==> src/rtl/fb_fetch_scheduler.sv <==
// fb_fetch_scheduler: shares the framebuffer port between display prefetch and CPU writes,
// and feeds one prefetched color index per pixel request to the pixel printer.
module fb_fetch_scheduler #(
  parameter int FIFO_DEPTH  = 8,
  parameter int LOW_WATER   = 2,
  parameter int MAX_ADDRESS = 307200,
  parameter int ADDR_W      = 19
) (
  input  logic              vgaClk,
  input  logic              rst,
  input  logic              frameStart,
  input  logic              pixelReq,
  output logic [7:0]        color_index,
  output logic              underflow,
  input  logic              cpu_req,
  input  logic [ADDR_W-1:0] cpu_addr,
  input  logic [7:0]        cpu_wdata,
  output logic              cpu_ack,
  output logic [ADDR_W-1:0] mem_addr,
  output logic              mem_rd,
  output logic              mem_we,
  output logic [7:0]        mem_wdata,
  input  logic [7:0]        mem_rdata
);
  localparam int PW = $clog2(FIFO_DEPTH);
  localparam logic [1:0] IDLE  = 2'd0;
  localparam logic [1:0] FETCH = 2'd1;
  localparam logic [1:0] DONE  = 2'd2;
  localparam logic [ADDR_W-1:0] LAST = ADDR_W'(MAX_ADDRESS - 1);
  logic [1:0] state_q, state_d;
  logic [ADDR_W-1:0] ptr_q;
  logic inflight_q;
  logic [7:0] fifo_q [FIFO_DEPTH];
  logic [PW-1:0] wp_q, rp_q;
  logic [PW:0] cnt_q;
  logic [PW+1:0] occ;
  logic [7:0] color_q;
  logic uf_q;
  logic elig, fetch, write, push, pop;
  always_comb begin
    occ = {1'b0, cnt_q} + (PW+2)'(inflight_q);
    elig = !rst && !frameStart && state_q == FETCH && occ < (PW+2)'(FIFO_DEPTH);
    fetch = elig && (occ < (PW+2)'(LOW_WATER) || !cpu_req);
    write = !rst && cpu_req && !fetch;
    push = inflight_q && !frameStart;
    pop = pixelReq && !frameStart && cnt_q != '0;
    state_d = frameStart ? FETCH : (fetch && ptr_q == LAST) ? DONE : state_q;
  end
  assign mem_rd      = fetch;
  assign mem_we      = write;
  assign cpu_ack     = write;
  assign mem_addr    = write ? cpu_addr : fetch ? ptr_q : '0;
  assign mem_wdata   = write ? cpu_wdata : 8'h00;
  assign color_index = color_q;
  assign underflow   = uf_q;
  always_ff @(posedge vgaClk) begin
    if (!rst && push) fifo_q[wp_q] <= mem_rdata;
  end
  always_ff @(posedge vgaClk) begin
    if (rst) begin
      state_q    <= IDLE;
      ptr_q      <= '0;
      inflight_q <= 1'b0;
      wp_q       <= '0;
      rp_q       <= '0;
      cnt_q      <= '0;
      color_q    <= 8'h00;
      uf_q       <= 1'b0;
    end else begin
      state_q    <= state_d;
      inflight_q <= fetch;
      uf_q       <= pixelReq && !frameStart && cnt_q == '0;
      if (frameStart) begin
        ptr_q   <= '0;
        wp_q    <= '0;
        rp_q    <= '0;
        cnt_q   <= '0;
        color_q <= 8'h00;
      end else begin
        if (fetch) ptr_q <= ptr_q + 1'b1;
        if (push) wp_q <= wp_q + 1'b1;
        if (pop) rp_q <= rp_q + 1'b1;
        if (pixelReq) color_q <= pop ? fifo_q[rp_q] : 8'h00;
        cnt_q <= cnt_q + (PW+1)'(push) - (PW+1)'(pop);
      end
    end
  end
endmodule

==> config.mk <==
export PLATFORM = sky130hd
export DESIGN_NAME = fb_fetch_scheduler
export DESIGN_NICKNAME = d
export VERILOG_FILES = /design/src/rtl/fb_fetch_scheduler.sv
export SDC_FILE = /design/constraint.sdc
export NUM_CORES = 1
export LEC_CHECK = 0
export ABC_AREA = 1
export CORE_UTILIZATION = 25
export DETAILED_ROUTE_END_ITERATION = 10
export GPL_TIMING_DRIVEN = 1
export SETUP_SLACK_MARGIN = 0.15
export SLEW_MARGIN = 20
export SYNTH_ARGS = -nofsm -noshare
export SYNTH_HDL_FRONTEND = slang
export SYNTH_SLANG_ARGS = --single-unit
==> constraint.sdc <==
create_clock -name vgaClk -period 5.5 [get_ports vgaClk]
set_input_delay 1.1 -clock vgaClk [delete_from_list [all_inputs] [get_ports vgaClk]]
set_output_delay 1.1 -clock vgaClk [all_outputs]
set_load 0.02 [all_outputs]
# Word level (Yosys, flattened, before mapping)
# Memory sizes are Yosys's and may differ from the RTL's. A register that Yosys moved wholly into a read port is not among the register bits.
# Cells that the tools add are included.
[word_totals]
regBits = 41
ramBits = 64
input_bits = 40
out_inout_bits = 39
word_cells = 51
memories = 1
[mem_list]
columns = ["name", "words", "word_bits", "rd", "rd_clocked_by_memory_dff", "wr", "line", "text"]
rows = [
  ["fifo_q", 8, 8, 1, 1, 1, "33", "logic [7:0] fifo_q [FIFO_DEPTH];"],
]
[classes]
addsub = 6
n_lt_le_gt_ge = 2
eq_ne = 2
muxes = 10
reduce_logical = 21
[ops]
columns = ["cell", "n"]
rows = [
  ["$mux W19", 2],
  ["$add A19 B1 Y19 const B", 1],
  ["$eq A19 B19 Y1 const B", 1],
  ["$mux W8", 2],
  ["$logic_and A1 B1 Y1", 12],
  ["$add A3 B1 Y3 const B", 2],
  ["$mux W3", 2],
  ["$add A4 B1 Y5", 1],
  ["$lt A5 B2 Y1 const B", 1],
  ["$lt A5 B4 Y1 const B", 1],
  ["$add A4 B1 Y4", 1],
  ["$logic_not A1 Y1", 4],
  ["$logic_not A4 Y1", 1],
  ["$mux W1", 4],
  ["$reduce_bool A4 Y1", 1],
  ["$sub A4 B1 Y4", 1],
  ["$eq A2 B1 Y1 const B", 1],
  ["$reduce_bool A2 Y1", 1],
  ["$reduce_or A2 Y1", 1],
  ["$logic_or A1 B1 Y1", 1],
]

# Logic depth before layout (Yosys ltp)
[logic_depth]
word_depth = 8
mapped_depth = 13

# Least setup slack after synthesis
# Ideal clock, no wire load.
[synth_timing]
path_kind = "input -> output"
from = "input port frameStart"
to = "output port mem_addr[0]"
t_arrival_ns = 2.114
path_slack_ns = 2.286
path_stages = 6
n_path_buf = 1
path_cell_list = "nor2_4 > nand4_1 > nor2_1 > nand2_2 > buf_2 > o21ai_1"
[synth_via]
elab_chain_len = 8
word_cells_on_any_way = 9
classes_between = "mux: 2; reduce/logical: 7"
[synth_lines]
columns = ["element", "line", "text"]
rows = [
  ["start: declaration", "11", "input logic frameStart,"],
  ["$logic_not A1 Y1 *", "42", "elig = !rst && !frameStart && state_q == FETCH && occ < (PW+2)'(FIFO_DEPTH);"],
  ["$logic_and A1 B1 Y1 * (3 in a row)", "42", ""],
  ["$logic_and A1 B1 Y1 *", "43", "fetch = elig && (occ < (PW+2)'(LOW_WATER) || !cpu_req);"],
  ["$logic_not A1 Y1", "44", "write = !rst && cpu_req && !fetch;"],
  ["$logic_and A1 B1 Y1", "44", ""],
  ["$mux W19 *", "52", "assign mem_addr = write ? cpu_addr : fetch ? ptr_q : '0;"],
  ["end: declaration", "19", "output logic [ADDR_W-1:0] mem_addr,"],
]
# Mark *: on every way between the ends. The rest lies on a longest branch, timed or not.

# Worst setup path in the final report
[layout_timing]
from = "input port rst"
to = "output port mem_addr[1]"
[layout_via]
elab_chain_len = 8
word_cells_on_any_way = 10
classes_between = "mux: 2; reduce/logical: 8"
[layout_lines]
columns = ["element", "line", "text"]
rows = [
  ["start: declaration", "10", "input logic rst,"],
  ["$logic_not A1 Y1 *", "42, 44", ""],
  ["$logic_and A1 B1 Y1 (3 in a row)", "42", ""],
  ["$logic_and A1 B1 Y1", "43", ""],
  ["$logic_not A1 Y1", "44", ""],
  ["$logic_and A1 B1 Y1", "44", ""],
  ["$mux W19 *", "52", ""],
]
# Marks and branches as above.

==> run summary <==
CTS H-Tree Depth: 3
Crit-path most repeated cell: clkdlybuf4s50_1
Sort of element at the end of the critical path: output port
Max-cap viol count: 0
Classification of the worst setup path: primary input to output port
Library cells used by synthesis: 30
CTS-repair resized insts: 0
Area of all sequential standard cells: 2800 sq um
Post-route ant nets: 0
Fraction of post-synthesis cell area in the top cell type by area: 37.5%
Routability-driven placement congestion ratio: 0.787
Flop and latch count out of synthesis: 108
Ratio of total power to cell area: 256 nW/um^2
Number of antenna violations at the first check in global routing: 0
Setup repair after global routing missed its margin: no
Total Routed Length: 11600 um
Post-synthesis instance area: 5120 sq um
Final setup violation count: 0
Sequential power share: 52.1%
First-pass GRT wire length: 19300 um
Master cell of the clock root buffer: clkbuf_16
Leakage power summed over all cells: 2.24 nW
DP Wirelength: 8100 um
Outcome: complete, no violations
Fill cell instance count of the final layout: 2058
Share of total power in combinational logic: 6.3%
Cell at the slowest stage of the critical path: clkdlybuf4s50_1
Critical Path Source Type: primary input
Per-cell via count in the routed design: 4.31
Switching power: 0.344 mW
Endpoint, Worst Hold: rp_q[2]
Worst IR drop on VDD: 152 uV
Total negative slack for setup checks: 0 ns
Initial core utilization: 25.9%
Cells along the critical path: clkdlybuf4s50_1 > nor2_4 > nand4_1 > nor2_1 > nand2_2 > buf_4 > o21ai_1 > clkdlybuf4s50_1
Hold_buf cts: 0
Data arrival time of the critical path: 3.49 ns
CTS tree: done
Clock network latency to the later pin of the worst-skew pair: 0.35 ns
Ys flop type: edfxtp_1
Synthesized area per cell: 8.52 sq um
Period utilisation layout: 83.5%
Total CTS buffers: 9
Overall routing resource usage: 11.5%
Vias in the first global route: 3754
Min cycle time layout: 4.59 ns
Worst flop-to-flop path startpoint: cnt_q[2]
Area growth from synthesis to final layout: 25.9%
Worst-case clock skew: 0.00632 ns
CTS clk-pin slew, worst paths: 0.07 ns
Footprint of the multi-input gates: 1860 sq um
Num ports: 79
Setup Buffers After CTS: 0
Horizontal extent of the die: 145 um
Type of the worst min-delay path: register to register
Number of violations reported at the end of detailed-routing iteration 0: 229
Destination of the worst register-to-register timing path: cnt_q[1]
Internal cell power: 1.31 mW
Cell taking the most area after synthesis: edfxtp_1
Drt wl/cell: 12.4 um
Total congestion overflow after global routing: 0
Worst Hold Path Cells: 1
Post-synthesis instance total: 601
Clock power share: 41.6%
Mapped Nets: 653
Worst Tran Pin Value: 0.882 ns
Number of cell rows: 51
Worst setup slack before clock tree synthesis: 0.903 ns
Worst Hold Launch: rp_q[2]
Die area: 21100 sq um
Core region area: 19800 sq um
Worst stage delay on the critical path: 0.62 ns
NumNets Final: 722
Pin count of the biggest net entering global routing: 65
Buffers added on ports: 78
Synth top area cells: edfxtp_1 (38%), dfxtp_1 (17%), nand2_1 (9.5%)
Async S/R FF share, synth: 0%
Share of layout cells above drive strength 1: 4.30%
Die extent in y: 145 um
Longest Clk Path Bufs: 2
Number of cells on the worst reg-to-reg path: 11
Final worst slack: 0.909 ns
Count of pins over their slew limit: 0
Sequential cell area fraction in the yosys report: 54.7%
Final count of hold timing violations: 0
Worst setup slack for register-to-register paths: 2.94 ns
Count of clock tree sinks: 108
DR DRC count: 0
Post-synth EDFFs: 64
Number of diodes added for antenna fixing: 0
Slew Limit Headroom: 41.0%
Sw Ratio: 20.8%
Timing-limited maximum frequency: 218 MHz
Routed via count: 4048
Yosys warning total: 0
Detailed Routing Iterations Pass 1: 4
Endpoint required time on the critical path: 4.40 ns
Highest net fanout along the worst path: 31
-- how the worst max path moves through the flow --
stage,startpoint,to,cells after the start
floorplan,frameStart,mem_addr[0],6
global placement,rst,mem_addr[2],8
detailed placement,rst,mem_addr[1],8
CTS,rst,mem_addr[1],8
global route,rst,mem_addr[10],8
finish,rst,mem_addr[1],8
-- cells by family after synthesis --
family                     synth area share, %
and+or+nand+nor                           20.6
adders and majority gates                 3.08
buffers and inverters                     9.04
AOI/OAI and AO/OA                         11.7
xor gates and xnor gates                 0.855
DFF                                       54.7
-- layout by cell type, fill, tap and decap left out, drive strengths merged, types with 10 or more instances in the layout --
cell / n
clkbuf: 10
clkdlybuf4s50: 78
nor2: 66
dfxtp: 44
edfxtp: 64
nand3: 45
a21oi: 50
o211ai: 16
inv: 87
ha: 11
o21ai: 45
nand2: 133
-- through the flow --
stage                     instances  total power, mW  utilization (%)  hold WS (ns)  cell area (sq um)
after global routing            940             1.71             32.6         0.478               6450
after floorplan                 601            0.924                -         0.412               5120
after detailed placement        924            0.983             31.0         0.436               6130
final                           940             1.65             32.6         0.449               6450
after CTS                       940             1.67             32.6         0.446               6450
after global placement          924            0.983             31.0         0.428               6130
-- metal layers --
metal	track usage [%]	vias to the layer above	routed length [um]
met5	0	-	0
met2	18.1	73	5320
met1	15.4	1856	5570
li1	-	2108	-
met4	3.95	0	168
met3	2.77	11	581
-- cell usage after synthesis, types with 10 or more instances --
cell type and count:
nand3_1 45, inv_1 85, a21oi_1 50, edfxtp_1 64, ha_1 11, o211ai_1 16, o21ai_1 16, clkbuf_1 10
nand2_1 130, nor2_1 63, o21ai_0 28, dfxtp_1 44
-- layout make-up --
| class | instances | area share, % |
|---|---|---|
| Sequential cell | 108 | 43.5 |
| Multi-Input combinational cell | 381 | 28.8 |
| Timing Repair Buffer | 82 | 12.6 |
| Tap cell | 265 | 5.14 |
| Inverter | 88 | 5.12 |
| Clock buffer | 10 | 3.55 |
| Clock inverter | 6 | 1.38 |
-- registers in the layout, indices dropped and copies added (netlist names), named ones only --
signal / flops
fifo_q: 64
color_index: 8
rp_q: 3
cnt_q: 4
ptr_q: 19
state_q: 2
underflow: 1
inflight_q: 1
wp_q: 3
-- critical path: cells and delay by family --
kind | cells | cell delay, ns
buf+inv | 3 | 1.39
simple gates | 4 | 0.83
compound gates | 1 | 0.15
-- power by group through the flow --
stage / clock (mW) / combinational (mW) / sequential, mW
2_1_floorplan: 0 / 0.0465 / 0.878
3_3_place_gp: 0 / 0.105 / 0.878
3_5_place_dp: 0 / 0.106 / 0.878
4_1_cts: 0.702 / 0.106 / 0.859
5_1_grt: 0.739 / 0.115 / 0.860
6_report: 0.687 / 0.105 / 0.860
Note: power is estimated with default switching activity, not from simulation.
